<file path="src/rtl/coarse_read_counter_if.sv">
// Bundle of fine-loop requests, coarse indications and counter/switch outputs
// for one CDU coarse read-counter channel.
interface coarse_read_counter_if;
  // There is no back-pressure anywhere on this bundle: inputs are sampled on
  // every clock, and _CNTUP/_CNTDN act as the one-cycle valid qualifier for a
  // change of count (at most one change, in one direction, per cycle).
  logic        fine_up;
  logic        fine_dn;
  logic        _TLC1H;
  logic        _ADHI;
  logic        _DC1;
  logic        _DC2;
  logic        _DC3;
  logic        _DC4;
  logic        _DC5;
  logic        _DC6;
  logic        _DC7;
  logic        _DC8;
  logic        _DC9;
  logic        _DC10;
  logic        _DC11;
  logic        _DC12;
  logic [14:0] count;
  logic        _CNTUP;
  logic        _CNTDN;
  logic        slewing;
  logic        slew_err;
  logic [2:0]  state_dbg;

  modport master (
    output fine_up, fine_dn, _TLC1H, _ADHI,
    input  _DC1, _DC2, _DC3, _DC4, _DC5, _DC6, _DC7, _DC8,
    input  _DC9, _DC10, _DC11, _DC12,
    input  count, _CNTUP, _CNTDN, slewing, slew_err, state_dbg
  );

  modport slave (
    input  fine_up, fine_dn, _TLC1H, _ADHI,
    output _DC1, _DC2, _DC3, _DC4, _DC5, _DC6, _DC7, _DC8,
    output _DC9, _DC10, _DC11, _DC12,
    output count, _CNTUP, _CNTDN, slewing, slew_err, state_dbg
  );
endinterface

</file>
<file path="src/rtl/coarse_read_counter.sv">
// Coarse read counter and switch driver for one CDU channel: fine-loop counting,
// qualified coarse slewing, and optional 180-degree ambiguity jump (COARSE_AMBIG_EN).
module coarse_read_counter #(
  parameter int SETTLE_CYCLES = 16,
  parameter int SLEW_DIV      = 4,
  parameter int SLEW_STEP     = 64
) (
  input logic                  clk,
  input logic                  rst_n,
  coarse_read_counter_if.slave bus
);

  localparam int TW = $clog2(SETTLE_CYCLES);
  localparam int DW = $clog2(SLEW_DIV + 1);
  localparam logic [TW-1:0] SETTLE_LAST = TW'(SETTLE_CYCLES - 1);
  localparam logic [DW-1:0] DIV_LAST    = DW'(SLEW_DIV - 1);
  localparam logic [14:0]   STEP_INC    = 15'(SLEW_STEP);
  localparam logic [15:0]   STEP_LIMIT  = 16'(32768 / SLEW_STEP);
  localparam logic [14:0]   HALF_TURN   = 15'h4000;

  typedef enum logic [2:0] {
    ST_TRACK   = 3'd0,
    ST_QUAL    = 3'd1,
    ST_AMBIG   = 3'd2,
    ST_SLEW    = 3'd3,
    ST_RECOVER = 3'd4
  } state_t;

  state_t        state_q, state_d;
  logic [TW-1:0] timer_q, timer_d;
  logic [DW-1:0] div_q, div_d;
  logic [15:0]   steps_q, steps_d;
  logic          err_q, err_d;
  logic [14:0]   count_q, count_d;
  logic          up_q, up_d;
  logic          dn_q, dn_d;
  logic [11:0]   dc_q, dc_d;
  logic          ambig_go;

`ifdef COARSE_AMBIG_EN
  assign ambig_go = bus._ADHI;
`else
  logic unused_adhi;
  assign unused_adhi = bus._ADHI;
  assign ambig_go    = 1'b0;
`endif

  // Bit k of the result drives _DC(k+1); octant picks the sine/cosine switch
  // pair, the next four count bits drive the resistor ladder.
  function automatic logic [11:0] dc_decode(input logic [14:0] c);
    logic [7:0] sw;
    unique case (c[14:12])
      3'd0:    sw = 8'b0001_0100;
      3'd1:    sw = 8'b0010_1000;
      3'd2:    sw = 8'b0010_0010;
      3'd3:    sw = 8'b0001_0001;
      3'd4:    sw = 8'b0100_0001;
      3'd5:    sw = 8'b1000_0010;
      3'd6:    sw = 8'b1000_1000;
      default: sw = 8'b0100_0100;
    endcase
    return {c[8], c[9], c[10], c[11], sw};
  endfunction

  always_comb begin
    state_d = state_q;
    timer_d = timer_q;
    div_d   = div_q;
    steps_d = steps_q;
    err_d   = err_q;
    count_d = count_q;
    up_d    = 1'b0;
    dn_d    = 1'b0;
    unique case (state_q)
      ST_TRACK: begin
        if (bus.fine_up && !bus.fine_dn) begin
          count_d = count_q + 15'd1;
          up_d    = 1'b1;
        end else if (bus.fine_dn && !bus.fine_up) begin
          count_d = count_q - 15'd1;
          dn_d    = 1'b1;
        end
        if (bus._TLC1H) begin
          state_d = ST_QUAL;
          timer_d = '0;
          steps_d = '0;
        end
      end
      ST_QUAL: begin
        if (!bus._TLC1H) begin
          state_d = ST_TRACK;
        end else if (timer_q == SETTLE_LAST) begin
          state_d = ambig_go ? ST_AMBIG : ST_SLEW;
          timer_d = '0;
          div_d   = '0;
        end else begin
          timer_d = timer_q + TW'(1);
        end
      end
      ST_AMBIG: begin
        count_d = count_q + HALF_TURN;
        up_d    = 1'b1;
        state_d = ST_QUAL;
        timer_d = '0;
      end
      ST_SLEW: begin
        if (!bus._TLC1H) begin
          state_d = ST_RECOVER;
          timer_d = '0;
        end else if (div_q == DIV_LAST) begin
          div_d   = '0;
          count_d = count_q + STEP_INC;
          up_d    = 1'b1;
          // Step count saturates at one revolution; the error flag is sticky.
          if (steps_q != STEP_LIMIT) begin
            steps_d = steps_q + 16'd1;
            if (steps_q + 16'd1 == STEP_LIMIT) err_d = 1'b1;
          end
        end else begin
          div_d = div_q + DW'(1);
        end
      end
      ST_RECOVER: begin
        if (bus._TLC1H) begin
          state_d = ST_SLEW;
          div_d   = '0;
        end else if (timer_q == SETTLE_LAST) begin
          state_d = ST_TRACK;
        end else begin
          timer_d = timer_q + TW'(1);
        end
      end
      default: begin
        state_d = ST_RECOVER;
        timer_d = '0;
      end
    endcase
    dc_d = dc_decode(count_d);
  end

  always_ff @(posedge clk) begin
    if (!rst_n) begin
      state_q <= ST_RECOVER;
      timer_q <= '0;
      div_q   <= '0;
      steps_q <= '0;
      err_q   <= 1'b0;
      count_q <= '0;
      up_q    <= 1'b0;
      dn_q    <= 1'b0;
      dc_q    <= 12'h014;
    end else begin
      state_q <= state_d;
      timer_q <= timer_d;
      div_q   <= div_d;
      steps_q <= steps_d;
      err_q   <= err_d;
      count_q <= count_d;
      up_q    <= up_d;
      dn_q    <= dn_d;
      dc_q    <= dc_d;
    end
  end

  assign bus.count     = count_q;
  assign bus._CNTUP    = up_q;
  assign bus._CNTDN    = dn_q;
  assign bus.slewing   = (state_q != ST_TRACK);
  assign bus.slew_err  = err_q;
  assign bus.state_dbg = state_q;
  assign bus._DC1      = dc_q[0];
  assign bus._DC2      = dc_q[1];
  assign bus._DC3      = dc_q[2];
  assign bus._DC4      = dc_q[3];
  assign bus._DC5      = dc_q[4];
  assign bus._DC6      = dc_q[5];
  assign bus._DC7      = dc_q[6];
  assign bus._DC8      = dc_q[7];
  assign bus._DC9      = dc_q[8];
  assign bus._DC10     = dc_q[9];
  assign bus._DC11     = dc_q[10];
  assign bus._DC12     = dc_q[11];

endmodule

</file>
<file path="src/flat_wrapper.sv">
// flat-port wrapper written by rule: the top's interface ports become plain ports
module coarse_read_counter_flat 
#(
  parameter int SETTLE_CYCLES = 16,
  parameter int SLEW_DIV      = 4,
  parameter int SLEW_STEP     = 64
)
  (clk, rst_n, bus_fine_up, bus_fine_dn, bus__TLC1H, bus__ADHI, bus__DC1, bus__DC2, bus__DC3, bus__DC4, bus__DC5, bus__DC6, bus__DC7, bus__DC8, bus__DC9, bus__DC10, bus__DC11, bus__DC12, bus_count, bus__CNTUP, bus__CNTDN, bus_slewing, bus_slew_err, bus_state_dbg);
  coarse_read_counter_if bus_i ();
  input logic clk;
  input logic rst_n;
  input wire logic [$bits(bus_i.fine_up)-1:0] bus_fine_up;
  input wire logic [$bits(bus_i.fine_dn)-1:0] bus_fine_dn;
  input wire logic [$bits(bus_i._TLC1H)-1:0] bus__TLC1H;
  input wire logic [$bits(bus_i._ADHI)-1:0] bus__ADHI;
  output wire logic [$bits(bus_i._DC1)-1:0] bus__DC1;
  output wire logic [$bits(bus_i._DC2)-1:0] bus__DC2;
  output wire logic [$bits(bus_i._DC3)-1:0] bus__DC3;
  output wire logic [$bits(bus_i._DC4)-1:0] bus__DC4;
  output wire logic [$bits(bus_i._DC5)-1:0] bus__DC5;
  output wire logic [$bits(bus_i._DC6)-1:0] bus__DC6;
  output wire logic [$bits(bus_i._DC7)-1:0] bus__DC7;
  output wire logic [$bits(bus_i._DC8)-1:0] bus__DC8;
  output wire logic [$bits(bus_i._DC9)-1:0] bus__DC9;
  output wire logic [$bits(bus_i._DC10)-1:0] bus__DC10;
  output wire logic [$bits(bus_i._DC11)-1:0] bus__DC11;
  output wire logic [$bits(bus_i._DC12)-1:0] bus__DC12;
  output wire logic [$bits(bus_i.count)-1:0] bus_count;
  output wire logic [$bits(bus_i._CNTUP)-1:0] bus__CNTUP;
  output wire logic [$bits(bus_i._CNTDN)-1:0] bus__CNTDN;
  output wire logic [$bits(bus_i.slewing)-1:0] bus_slewing;
  output wire logic [$bits(bus_i.slew_err)-1:0] bus_slew_err;
  output wire logic [$bits(bus_i.state_dbg)-1:0] bus_state_dbg;
  assign bus_i.fine_up = bus_fine_up;
  assign bus_i.fine_dn = bus_fine_dn;
  assign bus_i._TLC1H = bus__TLC1H;
  assign bus_i._ADHI = bus__ADHI;
  assign bus__DC1 = bus_i._DC1;
  assign bus__DC2 = bus_i._DC2;
  assign bus__DC3 = bus_i._DC3;
  assign bus__DC4 = bus_i._DC4;
  assign bus__DC5 = bus_i._DC5;
  assign bus__DC6 = bus_i._DC6;
  assign bus__DC7 = bus_i._DC7;
  assign bus__DC8 = bus_i._DC8;
  assign bus__DC9 = bus_i._DC9;
  assign bus__DC10 = bus_i._DC10;
  assign bus__DC11 = bus_i._DC11;
  assign bus__DC12 = bus_i._DC12;
  assign bus_count = bus_i.count;
  assign bus__CNTUP = bus_i._CNTUP;
  assign bus__CNTDN = bus_i._CNTDN;
  assign bus_slewing = bus_i.slewing;
  assign bus_slew_err = bus_i.slew_err;
  assign bus_state_dbg = bus_i.state_dbg;
  coarse_read_counter #(.SETTLE_CYCLES(SETTLE_CYCLES), .SLEW_DIV(SLEW_DIV), .SLEW_STEP(SLEW_STEP)) u_core (.clk(clk), .rst_n(rst_n), .bus(bus_i));
endmodule
</file>
<file path="config.mk">
export PLATFORM = sky130hd
export DESIGN_NAME = coarse_read_counter_flat
export DESIGN_NICKNAME = d
export VERILOG_FILES = /design/src/rtl/coarse_read_counter_if.sv /design/src/rtl/coarse_read_counter.sv /design/src/flat_wrapper.sv
export SDC_FILE = /design/constraint.sdc
export NUM_CORES = 1
export LEC_CHECK = 0
export CAP_MARGIN = 20
export CORE_UTILIZATION = 40
export CTS_CLUSTER_DIAMETER = 100
export DETAILED_ROUTE_END_ITERATION = 10
export SKIP_LAST_GASP = 1
export SYNTH_ARGS = -nofsm -noshare
export SYNTH_HDL_FRONTEND = slang
export SYNTH_SLANG_ARGS = --single-unit
export TNS_END_PERCENT = 50
</file>
<file path="constraint.sdc">
create_clock -name clk -period 2.1 [get_ports clk]
set_clock_uncertainty 0.15 [all_clocks]
set_input_delay 0.315 -clock clk [delete_from_list [all_inputs] [get_ports clk]]
set_output_delay 0.315 -clock clk [all_outputs]
set_load 0.01 [all_outputs]
</file>
==> results.md <==
* Fill cell count at 673
* CTS Buf Count at 5
* Cell area after synthesis at 3130 um^2
* Min Clock Period, post-route at 2350 ps
* Hold_buf cts at 0
* Final Cell Area at 4640 um^2
* Crit Path Class: reg -> reg
* Syn Area/Cell at 7.54 um^2
* Yosys warns at 0
* Hold Path Sink: u_core.bus.count[1]$_SDFFE_PN0P_
* Via density per instance at roughly 5.4
* Top cells by area, synth: dfxtp_1, nor2_1, nand2_1
* Initial core utilization at 0.422
* Nets@finish at 548
* Yosys top cell area share at 0.333
* Worst-case reg-to-reg path depth at 7
* Clock power share at 0.276
* TritonCTS Sinks at 52
* Min-delay src: bus_fine_dn
* N_diodes at 0
* Critical path peak fanout at 3
* Fin crit share at 1.12
* Final setup margin at -249 ps
* Reg2Reg Setup Slack at -250 ps
* CTS tree: yes
* # rows at 31
* Vias in the first global route at 3265
* Yosys reg bits at 52
* Drt drc at 0
* Worst slew margin at 0.597
* Setup_tns at -1600 ps
* Pwr dens at 486 nW/um^2
* Post-synthesis cell type count at 55
* Max incr delay on CP at 430 ps
* Clock Latency Late Sink at 320 ps
* Initial antenna violation count at 0
* Clock Path Buffers at 2
* Top_reg_cell synth: dfxtp_1
* GPL Wtd Cong at about 0.9
* DR WL/cell at 14.4 um
* IO Pins at 40
* DPL Wire Length at 6510 um
* GRT Total Usage at 0.224
* Sw Ratio at 0.305
* Total Wirelength at between 9000 and 10000 um
* Port bufs at 38
* CTS H-tree depth at 2
* Outcome: finished, violations left
* First drt pass iteration count at 4
* Hold path cells at 4
* Int Power at 1.57 mW
* First-pass GRT wire length at 15100 um
* Utilization after layout at 0.626
* Via count at 3396
* Root Driver: clkbuf_8
* Largest net degree at the start of global routing at 23
* Die area at ~8000 um^2
* WP buf/inv at 0
* Pleak at 1.87 nW
* DRT iter0 DRCs at 158
* Clk slew on worst S/H paths at 110 ps
* RSZ-0062 raised after global routing: yes
* Die width at 90.4 um
* Fmax at 426 MHz
* Post-Syn Nets at 430
* Worst hold path class: in -> reg
* Critical path endpoint category: flip-flop
* Seq pwr share at 0.467
* Nature of the critical path startpoint: flip-flop
* CP cell instances: or2_1 > or4_4 > o32a_1 > o32ai_4 > xor2_4 > or3_4 > a21oi_2
* Required time worst endpoint at 2200 ps
* Slowest CP cell: or4_4
* Sequential cell area fraction in the yosys report at 0.333
* Layout cells sized above 1 at 0.320
* Placed cells at 621
* Max-slew violation count at 0
* Post-synth EDFFs at 0
* Core area at 7410 um^2
* DP Area at 4280 um^2
* Failing checks: setup timing
* Synth area leader: dfxtp_1
* Die Ht at 90.4 um
* Slew @ Worst Pin at 598 ps
* Cells after Synth at 415
* Setup violators final at 12
* Cell family with most CP delay: simple AND/OR/NAND/NOR gates
* Hold Fails Final Rpt at 0
* Fin cells at 633
* Asr flop ratio synth at 0
* Max VDD drop at between 0.3 and 0.4 mV
* Logic pwr share at 0.257
* Sw power at 687 uW
* Max-Cap Viols at 0
* Congestion Overflow GR at 0
* Area delta synth->final at 48.2%
* Number of antenna-violating nets in the routed design at 0
* Crit path DAT at 2450 ps
* Reg2reg end: u_core.dc_q[1]$_SDFF_PN0_
-- sequential cells by signal, summed over array words and instances, names as in the netlist, named ones only --
name,flops
u_core.steps_q,16
u_core.bus.count,11
u_core.dc_q,8
u_core.timer_q,4
u_core.bus.state_dbg,3
u_core.div_q,3
u_core.bus._CNTDN,1
u_core.bus._CNTUP,1
u_core.bus.slew_err,1
-- synth_stat cells, types with 2 or more instances --
cell type / n
ha_1: 9
a221oi_1: 3
nand2_1: 42
nand2b_1: 4
nor3_1: 11
a31oi_1: 8
nor4b_1: 2
nor4_1: 6
and2_1: 5
o22ai_1: 6
inv_1: 16
or4_1: 5
clkbuf_1: 24
o21ai_1: 2
or3_1: 5
buf_2: 2
and4_1: 3
or2_2: 2
a32oi_1: 3
o21a_1: 2
xnor2_1: 13
nand3_1: 12
o31ai_1: 3
nor3b_1: 2
nor2b_1: 6
buf_4: 4
xor2_1: 6
a22oi_1: 4
and3_1: 8
nand4_1: 12
dfxtp_1: 52
o21ai_0: 28
a21oi_1: 31
nor2_1: 53
-- how the worst max path moves through the flow --
stage	end	slack, ps	depth (start not counted)
3_5_place_dp	u_core.dc_q[5]$_SDFF_PN0_	-540	9
2_1_floorplan	u_core.dc_q[1]$_SDFF_PN0_	-270	7
6_report	u_core.dc_q[1]$_SDFF_PN0_	-250	7
4_1_cts	u_core.dc_q[1]$_SDFF_PN0_	-230	7
3_3_place_gp	u_core.dc_q[5]$_SDFF_PN0_	-490	9
5_1_grt	u_core.dc_q[1]$_SDFF_PN0_	-320	7
-- metal layers --
| layer | track usage | share of wire | vias up |
|---|---|---|---|
| met1 | 0.280 | 0.45 | 1635 |
| met3 | 0.0286 | 0.024 | 7 |
| met5 | 0 | 0 | - |
| met2 | 0.407 | 0.51 | 57 |
| li1 | - | - | 1697 |
| met4 | 0.0538 | 0.0088 | 0 |
-- power groups by stage --
stage / registers [mW] / clock network [mW] / logic (mW)
floorplan: 1.10 / 0 / 0.252
global placement: 1.07 / 0 / 0.515
detailed placement: 1.08 / 0 / 0.517
CTS: 1.05 / 0.637 / 0.550
global route: 1.06 / 0.675 / 0.629
finish: 1.05 / 0.623 / 0.580
-- repair_timing --
action | CTS | global route
buffers inserted | 3 | 0
resized for setup | 16 | 52
endpoints found under the setup margin | 28 | 35
pin swaps | 8 | 18
cloned | 1 | 0
-- per-stage QoR --
step                      power [mW]  setup slack (ps)  hold slack [ps]
after CTS                       2.24              -229              316
final                           2.25              -249              254
after detailed placement        1.59              -540              302
after floorplan                 1.35              -267              284
after global routing            2.36              -323              278
after global placement          1.59              -490              294
-- tightest hold or removal path: stages --
cell            delay [ps]
dlymetal6s2s_1         130
buf_6                  120
nand2_1                 50
a21oi_1                 60
-- kinds of logic (layout without fill, tap and decap cells) --
| logic type | after synthesis | after routing | share of synthesized area |
|---|---|---|---|
| flops | 52 | 52 | 0.333 |
| mux | 1 | 1 | 0.00320 |
| compound gates | 99 | 99 | 0.195 |
| simple gates | 185 | 185 | 0.303 |
| xor+xnor | 21 | 21 | 0.0672 |
| buf+inv | 48 | 167 | 0.0632 |
| fa+ha+maj | 9 | 9 | 0.0360 |
-- final cells by class --
| cell class | count | area [um^2] | area share |
|---|---|---|---|
| Multi-Input combinational cell | 315 | 2100 | 0.453 |
| Timing Repair Buffer | 141 | 1190 | 0.257 |
| Tap cell | 99 | 124 | 0.0267 |
| Clock buffer | 5 | 68.8 | 0.0148 |
| Clock inverter | 3 | 25.0 | 0.00540 |
| Sequential cell | 52 | 1060 | 0.228 |
| Inverter | 18 | 71.3 | 0.0154 |
-- layout by cell type (no fill, tap or decap), types with 4 or more instances in the layout --
master,count
buf_4,97
nor2_1,51
dfxtp_1,42
nand2_1,41
clkdlybuf4s50_1,36
o21ai_0,28
a21oi_1,25
inv_1,14
nand4_1,12
xnor2_1,12
nand3_1,11
nor3_1,9
dfxtp_2,9
a31oi_1,7
and3_1,7
ha_1,7
nor4_1,6
and2_1,5
a21oi_2,5
xor2_1,5
clkbuf_8,5
buf_6,5
o22ai_1,4
Note: power is estimated with default switching activity, not from simulation.
